==> src/rtl/uart_tx_arbiter.sv <==
// -----------------------------------------------------------------------------
// uart_tx_arbiter
//   Shares one serial transmitter among NUM_REQ byte-stream requesters.
//   Requesters are picked round-robin, and the winner keeps the transmitter
//   until it sends a byte flagged last. If the owner stalls mid-frame for
//   MAX_HOLD cycles, its lock is released.
//
// Ports
//   clk        in   system clock
//   rst_n      in   asynchronous active-low reset
//   req_valid  in   [NUM_REQ]             per-requester byte valid
//   req_data   in   [NUM_REQ*DATA_WIDTH]  packed bytes, requester i at i*DATA_WIDTH
//   req_last   in   [NUM_REQ]             final byte of the frame (qualified by valid)
//   req_ready  out  [NUM_REQ]             accept strobe, one-hot or zero
//   tx_din     out  [DATA_WIDTH]          registered byte to the transmitter
//   tx_start   out                        registered one-cycle start pulse
//   tx_done    in                         one-cycle completion pulse from the transmitter
//   grant_id   out  [ID_W]                current or most recent owner
//   busy       out                        high whenever not arbitrating
// -----------------------------------------------------------------------------
module uart_tx_arbiter #(
    parameter  int NUM_REQ    = 4,
    parameter  int DATA_WIDTH = 8,
    parameter  int MAX_HOLD   = 1024,
    localparam int ID_W       = $clog2(NUM_REQ)
) (
    input  logic                          clk,
    input  logic                          rst_n,
    input  logic [NUM_REQ-1:0]            req_valid,
    input  logic [NUM_REQ*DATA_WIDTH-1:0] req_data,
    input  logic [NUM_REQ-1:0]            req_last,
    output logic [NUM_REQ-1:0]            req_ready,
    output logic [DATA_WIDTH-1:0]         tx_din,
    output logic                          tx_start,
    input  logic                          tx_done,
    output logic [ID_W-1:0]               grant_id,
    output logic                          busy
);

    localparam int HCW = (MAX_HOLD > 1) ? $clog2(MAX_HOLD) : 1;
    localparam logic [HCW-1:0] HOLD_LAST = HCW'(MAX_HOLD - 1);

    typedef enum logic [1:0] {
        ST_ARB   = 2'd0,
        ST_START = 2'd1,
        ST_WAIT  = 2'd2,
        ST_HOLD  = 2'd3
    } state_t;

    state_t                  state_q, state_d;
    logic [DATA_WIDTH-1:0]   tx_din_q, tx_din_d;
    logic                    tx_start_q, tx_start_d;
    logic [ID_W-1:0]         grant_id_q, grant_id_d;
    logic [ID_W-1:0]         ptr_q, ptr_d;
    logic [HCW-1:0]          hold_cnt_q, hold_cnt_d;
    logic                    locked_q, locked_d;

    logic                    win_found;
    logic [ID_W-1:0]         win_id;
    logic [NUM_REQ-1:0]      ready_c;

    // Round-robin search starting one past the last winner. The modulo keeps
    // the rotation correct for non-power-of-2 requester counts.
    always_comb begin
        win_found = 1'b0;
        win_id    = '0;
        for (int k = 1; k <= NUM_REQ; k++) begin
            if (!win_found && req_valid[(int'(ptr_q) + k) % NUM_REQ]) begin
                win_found = 1'b1;
                win_id    = ID_W'((int'(ptr_q) + k) % NUM_REQ);
            end
        end
    end

    always_comb begin
        // NOTE: every signal gets a default before the case so no path leaves
        // one unassigned; that is what keeps this block from inferring latches.
        state_d    = state_q;
        tx_din_d   = tx_din_q;
        grant_id_d = grant_id_q;
        ptr_d      = ptr_q;
        hold_cnt_d = hold_cnt_q;
        locked_d   = locked_q;
        ready_c    = '0;

        case (state_q)
            ST_ARB: begin
                if (win_found) begin
                    ready_c[win_id] = 1'b1;
                    tx_din_d        = req_data[win_id*DATA_WIDTH +: DATA_WIDTH];
                    grant_id_d      = win_id;
                    ptr_d           = win_id;
                    locked_d        = !req_last[win_id];
                    state_d         = ST_START;
                end
            end
            ST_START: state_d = ST_WAIT;
            ST_WAIT: begin
                if (tx_done) begin
                    if (locked_q) begin
                        state_d    = ST_HOLD;
                        hold_cnt_d = '0;
                    end else begin
                        state_d = ST_ARB;
                    end
                end
            end
            ST_HOLD: begin
                // An owner transfer takes precedence over a timeout landing
                // in the same cycle.
                if (req_valid[grant_id_q]) begin
                    ready_c[grant_id_q] = 1'b1;
                    tx_din_d   = req_data[grant_id_q*DATA_WIDTH +: DATA_WIDTH];
                    locked_d   = !req_last[grant_id_q];
                    hold_cnt_d = '0;
                    state_d    = ST_START;
                end else if (hold_cnt_q == HOLD_LAST) begin
                    locked_d   = 1'b0;
                    hold_cnt_d = '0;
                    state_d    = ST_ARB;
                end else begin
                    hold_cnt_d = hold_cnt_q + 1'b1;
                end
            end
            default: state_d = ST_ARB;
        endcase

        tx_start_d = (state_d == ST_START);
    end

    always_ff @(posedge clk or negedge rst_n) begin
        if (!rst_n) begin
            state_q    <= ST_ARB;
            tx_din_q   <= '0;
            tx_start_q <= 1'b0;
            grant_id_q <= '0;
            ptr_q      <= ID_W'(NUM_REQ - 1);
            hold_cnt_q <= '0;
            locked_q   <= 1'b0;
        end else begin
            // NOTE: sequential state uses non-blocking assignments so every
            // flop samples the pre-edge values computed above.
            state_q    <= state_d;
            tx_din_q   <= tx_din_d;
            tx_start_q <= tx_start_d;
            grant_id_q <= grant_id_d;
            ptr_q      <= ptr_d;
            hold_cnt_q <= hold_cnt_d;
            locked_q   <= locked_d;
        end
    end

    // req_ready is combinational from req_valid, so it is gated by reset to
    // guarantee no handshake completes while rst_n is low.
    assign req_ready = rst_n ? ready_c : '0;
    assign tx_din    = tx_din_q;
    assign tx_start  = tx_start_q;
    assign grant_id  = grant_id_q;
    assign busy      = (state_q != ST_ARB);

endmodule

==> config.mk <==
export PLATFORM = sky130hd
export DESIGN_NAME = uart_tx_arbiter
export DESIGN_NICKNAME = d
export VERILOG_FILES = /design/src/rtl/uart_tx_arbiter.sv
export SDC_FILE = /design/constraint.sdc
export NUM_CORES = 1
export LEC_CHECK = 0
export BUFFER_PORTS_ARGS = -buffer_cell sky130_fd_sc_hd__buf_4
export CAP_MARGIN = 20
export CELL_PAD_IN_SITES_DETAIL_PLACEMENT = 1
export CELL_PAD_IN_SITES_GLOBAL_PLACEMENT = 1
export CORE_AREA = 10 10 89 91
export DETAILED_ROUTE_END_ITERATION = 16
export DIE_AREA = 0 0 99 101
export MAX_ROUTING_LAYER = met4
export PLACE_DENSITY_LB_ADDON = 0.05
export SKIP_CTS_REPAIR_TIMING = 1
export SYNTH_ARGS = -nofsm -noshare
export SYNTH_HDL_FRONTEND = slang
export SYNTH_SLANG_ARGS = --single-unit
==> constraint.sdc <==
create_clock -name clk -period 2.42 [get_ports clk]
set_clock_uncertainty 0.15 [all_clocks]
set_input_delay 0.484 -clock clk [delete_from_list [all_inputs] [get_ports clk]]
set_output_delay 0.484 -clock clk [all_outputs]
set_load 0.05 [all_outputs]
Word level (Yosys, flattened, before mapping)
Index checks and enable logic that the tools add are counted.
{"block": "op_classes", "add_sub_neg": 5, "order_cmp": 8, "n_eq_ne": 10, "shifts": 2, "mux": 52, "bitwise_logic": 4, "n_reduce_logical": 22}
{"cell": "$shiftx A32 B6 Y8", "n": 2}
{"cell": "$mux W10", "n": 4}
{"cell": "$mux W1", "n": 20}
{"cell": "$pmux W10 S2", "n": 1}
{"cell": "$mux W2", "n": 9}
{"cell": "$lt A3 B4 Y1 const B", "n": 4}
{"cell": "$mux W8", "n": 2}
{"cell": "$pmux W8 S2", "n": 1}
{"cell": "$bmux W1 S2", "n": 7}
{"cell": "$mux W4", "n": 3}
{"cell": "$add A10 B1 Y10 const B", "n": 1}
{"cell": "$eq A10 B10 Y1 const B", "n": 1}
{"cell": "$reduce_and A3 Y1", "n": 3}
{"cell": "$ne A2 B2 Y1 const B", "n": 4}
{"cell": "$pmux W2 S4", "n": 1}
{"cell": "$pmux W4 S2", "n": 1}
{"cell": "$reduce_or A2 Y1", "n": 4}
{"cell": "$lt A2 B3 Y1 const B", "n": 2}
{"cell": "$reduce_bool A2 Y1", "n": 3}
{"cell": "$logic_and A1 B1 Y1", "n": 5}
{"cell": "$logic_not A1 Y1", "n": 5}
{"cell": "$add A2 B1 Y2 const B", "n": 2}
{"cell": "$add A2 B2 Y2 const B", "n": 2}
{"cell": "$and A1 B1 Y1 const A", "n": 4}
{"cell": "8 further kinds", "n": 12}
{"block": "word_totals", "reg_bits": 26, "inputBits": 43, "out_inout_bits": 16, "elab_cells": 110}

Depth between registers and ports, before layout
{"block": "depth", "word_depth": 23, "depth_mapped": 10, "ltp_nobuf": 8}

Worst setup path before layout
No wires, ideal clock.
{"block": "synth_timing", "path_kind": "input to output", "startpoint": "input req_valid[2]", "endpoint": "output req_ready[1]", "arrival_ns": 2.280, "t_required_ns": 1.786, "path_slack_ns": -0.494, "stages": 6, "path_buffers": 1, "cell_sequence": "nand2b_1 -> a21boi_0 -> o21ai_2 -> clkbuf_1 -> nand4_1 -> a21oi_1"}
{"block": "synth_via", "elab_chain_len": 20, "word_cells_on_any_way": 37, "classes_between": "order compare (2); mux (28); reduce/logical (7)"}
{"element": "start, declared", "line_no": "29", "source": "input logic [NUM_REQ-1:0] req_valid,"}
{"element": "$bmux W1 S2", "line_no": "68", "source": "if (!win_found && req_valid[(int'(ptr_q) + k) % NUM_REQ]) begin"}
{"element": "$mux W1 (not written as such) (2 in a row)", "line_no": "68"}
{"element": "$mux W1", "line_no": "68"}
{"element": "$logic_not A1 Y1", "line_no": "68"}
{"element": "$logic_and A1 B1 Y1", "line_no": "68"}
{"element": "$mux W1", "line_no": "68"}
{"element": "$logic_not A1 Y1", "line_no": "68"}
{"element": "$logic_and A1 B1 Y1", "line_no": "68"}
{"element": "[3 not listed]"}
{"element": "$mux W2", "line_no": "68"}
{"element": "$lt A2 B3 Y1 (not written as such) / $ge A2 B1 Y1 (equally long branches)", "line_no": "89", "source": "ready_c[win_id] = 1'b1;"}
{"element": "$logic_and A1 B1 Y1 (not written as such)", "line_no": "89"}
{"element": "$mux W1 (not written as such)", "line_no": "89"}
{"element": "$demux W1 S2", "line_no": "89"}
{"element": "$mux W4", "line_no": "88", "source": "if (win_found) begin"}
{"element": "$pmux W4 S2 (*)", "line_no": "86", "source": "case (state_q)"}
{"element": "$mux W4 (*)", "line_no": "155", "source": "assign req_ready = rst_n ? ready_c : '0;"}
{"element": "end, declared", "line_no": "32", "source": "output logic [NUM_REQ-1:0] req_ready,"}
Mark *: on every way between the ends. The rest lies on a longest branch, timed or not. The select of a mux whose other input is x is not followed.

Worst setup path after layout
{"block": "layout_timing", "startpoint": "register ptr_q[1]", "endpoint": "output req_ready[0]"}
{"block": "layout_via", "elab_chain_len": 21, "word_cells_on_any_way": 38, "classes_between": "add/sub (4); order compare (2); mux (25); reduce/logical (7)"}
{"element": "start, declared", "line_no": "54", "source": "logic [ID_W-1:0] ptr_q, ptr_d;"}
{"element": "start signal, assigned", "line_no": "137", "source": "ptr_q <= ID_W'(NUM_REQ - 1);"}
{"element": "start signal, assigned", "line_no": "147", "source": "ptr_q <= ptr_d;"}
{"element": "$add A2 B1 Y2", "line_no": "68, 70"}
{"element": "$bmux W1 S2", "line_no": "68"}
{"element": "$mux W1 (not written as such) (2 in a row)", "line_no": "68"}
{"element": "$mux W1", "line_no": "68"}
{"element": "$logic_not A1 Y1", "line_no": "68"}
{"element": "$logic_and A1 B1 Y1", "line_no": "68"}
{"element": "$mux W1", "line_no": "68"}
{"element": "$logic_not A1 Y1", "line_no": "68"}
{"element": "[4 not listed]"}
{"element": "$mux W2", "line_no": "68"}
{"element": "$lt A2 B3 Y1 (not written as such) / $ge A2 B1 Y1 (equally long branches)", "line_no": "89"}
{"element": "$logic_and A1 B1 Y1 (not written as such)", "line_no": "89"}
{"element": "$mux W1 (not written as such)", "line_no": "89"}
{"element": "$demux W1 S2", "line_no": "89"}
{"element": "$mux W4 (*)", "line_no": "88"}
{"element": "$pmux W4 S2 (*)", "line_no": "86"}
{"element": "$mux W4 (*)", "line_no": "155"}
Marks and branches as above.

==> flow_results.org <==
** Yosys
- Synthesis produced a netlist whose cell count is 240.
- Proportion of synthesized chip area in sequential cells :: 0.322
- Synthesis instantiated 44 different standard cells from the library.
- For this run, the leading register cell type out of synthesis is dfrtp_1.
- Synthesis produced a netlist with a net count of 287.
- In this run, synthesis inferred 0 flip-flops with an integrated enable.
- Area of the mapped netlist :: 0.00203 mm2
- Of all flip-flops after synthesis, the portion carrying an async set or reset was 1.00.
- Syn. warnings :: 0
- Synthesis inferred 26 register bits.
- The average instance in the mapped netlist occupies 8.45 um2.

** Timing
- Final hold analysis gives a worst-case slack of 0.0527 ns.
- The number of max-slew violations in the final report came to 0.
- Headroom to the max-slew limit came out at 0.631.
- Setup repair after global routing could not meet its margin everywhere.
- After layout, the worst setup slack is -0.220 ns.
- Of the available clock period, the critical path in the final layout requires 1.09.
- Slew @ Worst Pin :: 0.551 ns
- Setup violations remaining at the end of the flow were counted as 4.
- Achievable clock frequency :: 379 MHz
- Min Clock Period, post-route :: 2.64 ns
- The number of hold violations in the final report was 0.

** Route
- After detailed routing, the number of remaining DRC violations is 0.
- Iteration-0 DRC count of the detailed router :: 96
- The first detailed-routing pass ran for 5 iterations.
- After detailed routing, the total wire length is 7420 um.
- In this run the remaining antenna-violating nets after routing total 0.
- Dividing the detail-routed wire length by the instance count gives 18.4 um.
- In the routed layout, each cell is associated on average with a via count of 5.38.
- The final route contains 2,174 vias.

** Clock tree
- The clock drives 26 sinks.
- Clock H-tree levels :: 1
- After clock tree synthesis, the clock-pin slew on the worst setup and hold paths is 0.10 ns.
- Cts bufs inserted :: 3
- CTS tree :: done
- Clock insertion delay at the later pin of the skew report :: 0.28 ns
- CTS placed an instance of clkbuf_8 at the clock tree root.
- Max Buffers Root-to-Sink :: 2

** Die
- I/O pin count :: 59
- Num rows :: 29
- Core outline area :: 0.00620 mm2
- The die covers 0.0100 mm2.
- Measured along the y axis, the die boundary spans 101 um.
- The initial utilization of the core area, before any placement, comes to 0.327.
- From left edge to right edge, the die measures 99 um.

** Job
- Across the run, the number of max-cap violations was 0.

** Power and ir drop
- Of the total power, registers draw 0.208.
- The share of total power dissipated in combinational logic is 0.689.
- For this design the ratio of total power to cell area is 1240 mW/mm2.
- The internal portion of the total power is 1890 uW.
- For this design the static power due to leakage is 0.00133 uW.
- Switching share of power :: 0.482
- Summed over all nets, the switching power comes to 1760 uW.
- The share of total power dissipated in the clock network is 0.103.
- Maximum VDD drop :: 586 uV

** Final layout
- The net count of the finished layout is 375.
- Layout filler cell count :: 760
- The area growth from synthesis to layout is 44.9%.
- Sequential cell area :: 654 um2
- Fraction of layout instances using a drive strength above 1 :: 0.404
- The finished layout holds 404 standard cells, fillers aside.
- Area of combinational cells with multiple inputs :: 0.00136 mm2
- Diode insertion count for antenna repair :: 0

** Setup path
- The worst setup path is launched from a flop.
- In this design, the stage delay of the slowest critical-path cell is 0.61 ns.
- Of all nets on the critical path, the largest fanout is 7.
- On the critical path, the stage with the largest delay is an instance of dfstp_2.
- Crit end category :: output port
- For the worst setup path, the data required time is 1.79 ns.
- Counting both buffers and inverters, the worst setup path holds a total of 1.
- Crit-path leading delay family :: compound AO/OA/AOI/OAI gates
- Startpoint-to-endpoint class of the critical path :: reg2out
- STA puts the critical path data arrival time at 2.01 ns.
- CP Cell Sequence :: mux2i_1 -> o22a_1 -> o21ai_4 -> o32a_1 -> nor2_4 -> buf_8

** Global routing
- Antenna violations before repair :: 0
- Entering global routing, the biggest net connects 27 pins.
- Global-route wire length before repair :: 12,100 um
- Total congestion overflow :: 0
- The number of global-route vias before repair is 2,380.
- In the global route stage, overall resource usage came out at 0.150.

** Placed design
- Once detailed placement completed, the half-perimeter wirelength came to 5690 um.
- The number of placed instances, taps included, is 396.
- At the end of routability-driven placement, the weighted congestion stood at 0.796.
- Count of buffers inserted at the top-level ports :: 58

** Run status
- Violations in the final reports :: setup timing
- Result of the run :: complete, but fails checks

** Worst hold path
- The tightest min-delay check is of the in2async type.
per-stage QoR:
step	power [uW]	utilization	instance area (um2)	worst slack [ns]	TNS [ns]
after floorplan	2360	-	2080	-0.0653	-0.114
after global placement	3170	0.447	2770	-0.111	-0.406
after detailed placement	3200	0.447	2770	-0.125	-0.606
after CTS	3590	0.459	2850	-0.296	-0.816
final	3650	0.473	2940	-0.220	-0.641
after global routing	3940	0.473	2940	-0.307	-1.19
synthesized netlist by cell type, types with 2 or more instances:
library cell  count  area share
dfstp_2           2       0.026
nor2b_1           3      0.0093
o22a_1            2      0.0086
nor3_1            3      0.0074
nand3_1           7       0.017
or2_1             2      0.0062
and3_1            4       0.012
dfrtp_1          24        0.30
buf_6             4       0.022
inv_1             9       0.017
o21ai_0          14       0.035
nand4_1           2      0.0062
o22ai_1           7       0.022
nand2_1          18       0.033
a21o_1            3       0.011
nor2_1           34       0.063
a21oi_1          16       0.040
a31oi_1           5       0.015
o31ai_1          13       0.048
nand2b_1          8       0.025
a21boi_0          2      0.0074
clkbuf_1          6       0.011
ha_1              4       0.025
mux2i_1           5       0.025
a222oi_1          7       0.035
a32oi_1           2      0.0086
o32a_1            2      0.0099
mux2_2           16       0.089
per-layer routing:
metal | global-route usage | up-vias | routed length (um)
met5 | - | - | 0
met4 | 0.0320 | 0 | 46
met3 | 0.0219 | 4 | 225
met2 | 0.246 | 38 | 3730
met1 | 0.190 | 1057 | 3420
li1 | - | 1075 | -
flip-flops by register name, indices dropped and copies added, names as in the netlist:
register	count
hold_cnt_q	10
tx_din	8
grant_id	2
ptr_q	2
state_q	2
locked_q	1
tx_start	1
cell type report:
| class | count | share of cell area |
|---|---|---|
| clock buffers | 3 | 0.0141 |
| multi-input cells | 194 | 0.462 |
| flip-flops and latches | 26 | 0.223 |
| repair buffers | 94 | 0.247 |
| clock inverters | 1 | 0.0102 |
| inverters | 9 | 0.0115 |
| well taps | 77 | 0.0328 |
final timing paths:
path,to,start,cells after the start,slack (ns)
worst max register to register,tx_din[5],ptr_q[1],7,0.07
worst min register to register,hold_cnt_q[9],hold_cnt_q[9],1,0.34
max in group asynchronous,ptr_q[1],rst_n,2,1.75
worst max-delay path,req_ready[0],ptr_q[1],6,-0.22
worst min-delay path,tx_start,rst_n,2,0.05
min in group clk,hold_cnt_q[9],hold_cnt_q[9],1,0.34
placed cells by master (no fill, tap or decap), drive strengths merged, types with 2 or more instances in the layout:
master / instances
clkbuf: 3
a21o: 3
and3: 4
dfstp: 2
buf: 94
or2: 3
mux2i: 5
nand2b: 8
o22ai: 7
o32a: 2
dfrtp: 24
o22a: 2
and2: 2
a32oi: 2
nor3: 3
mux2: 16
ha: 4
nand2: 18
nand4: 2
o21ai: 15
inv: 9
a222oi: 7
nand3: 7
nor2b: 3
o31ai: 13
a21oi: 16
nor2: 34
a31oi: 5
a21boi: 2
worst register-to-register path, delay by kind of cell, from the launching register on:
kind,cells,cell delay (ns)
compound gates,4,0.72
flops,1,0.61
mux,1,0.36
buf+inv,1,0.25
simple gates,1,0.16
cell families (layout without fill, tap and decap cells):
logic type	after synthesis	count (layout)	synth area share
buffers and inverters	20	107	0.0525
DFF	26	26	0.322
and+or+nand+nor	88	88	0.206
adders and majority gates	4	4	0.0247
AOI/OAI and AO/OA	80	80	0.268
muxes	22	22	0.127
power by group through the flow:
stage,clock [uW],combinational [uW],sequential [uW]
finish,377,2510,760
global route,407,2740,789
CTS,391,2440,760
detailed placement,0,2430,769
global placement,0,2410,761
floorplan,0,1340,1020
Note: power is estimated with default switching activity, not from simulation.
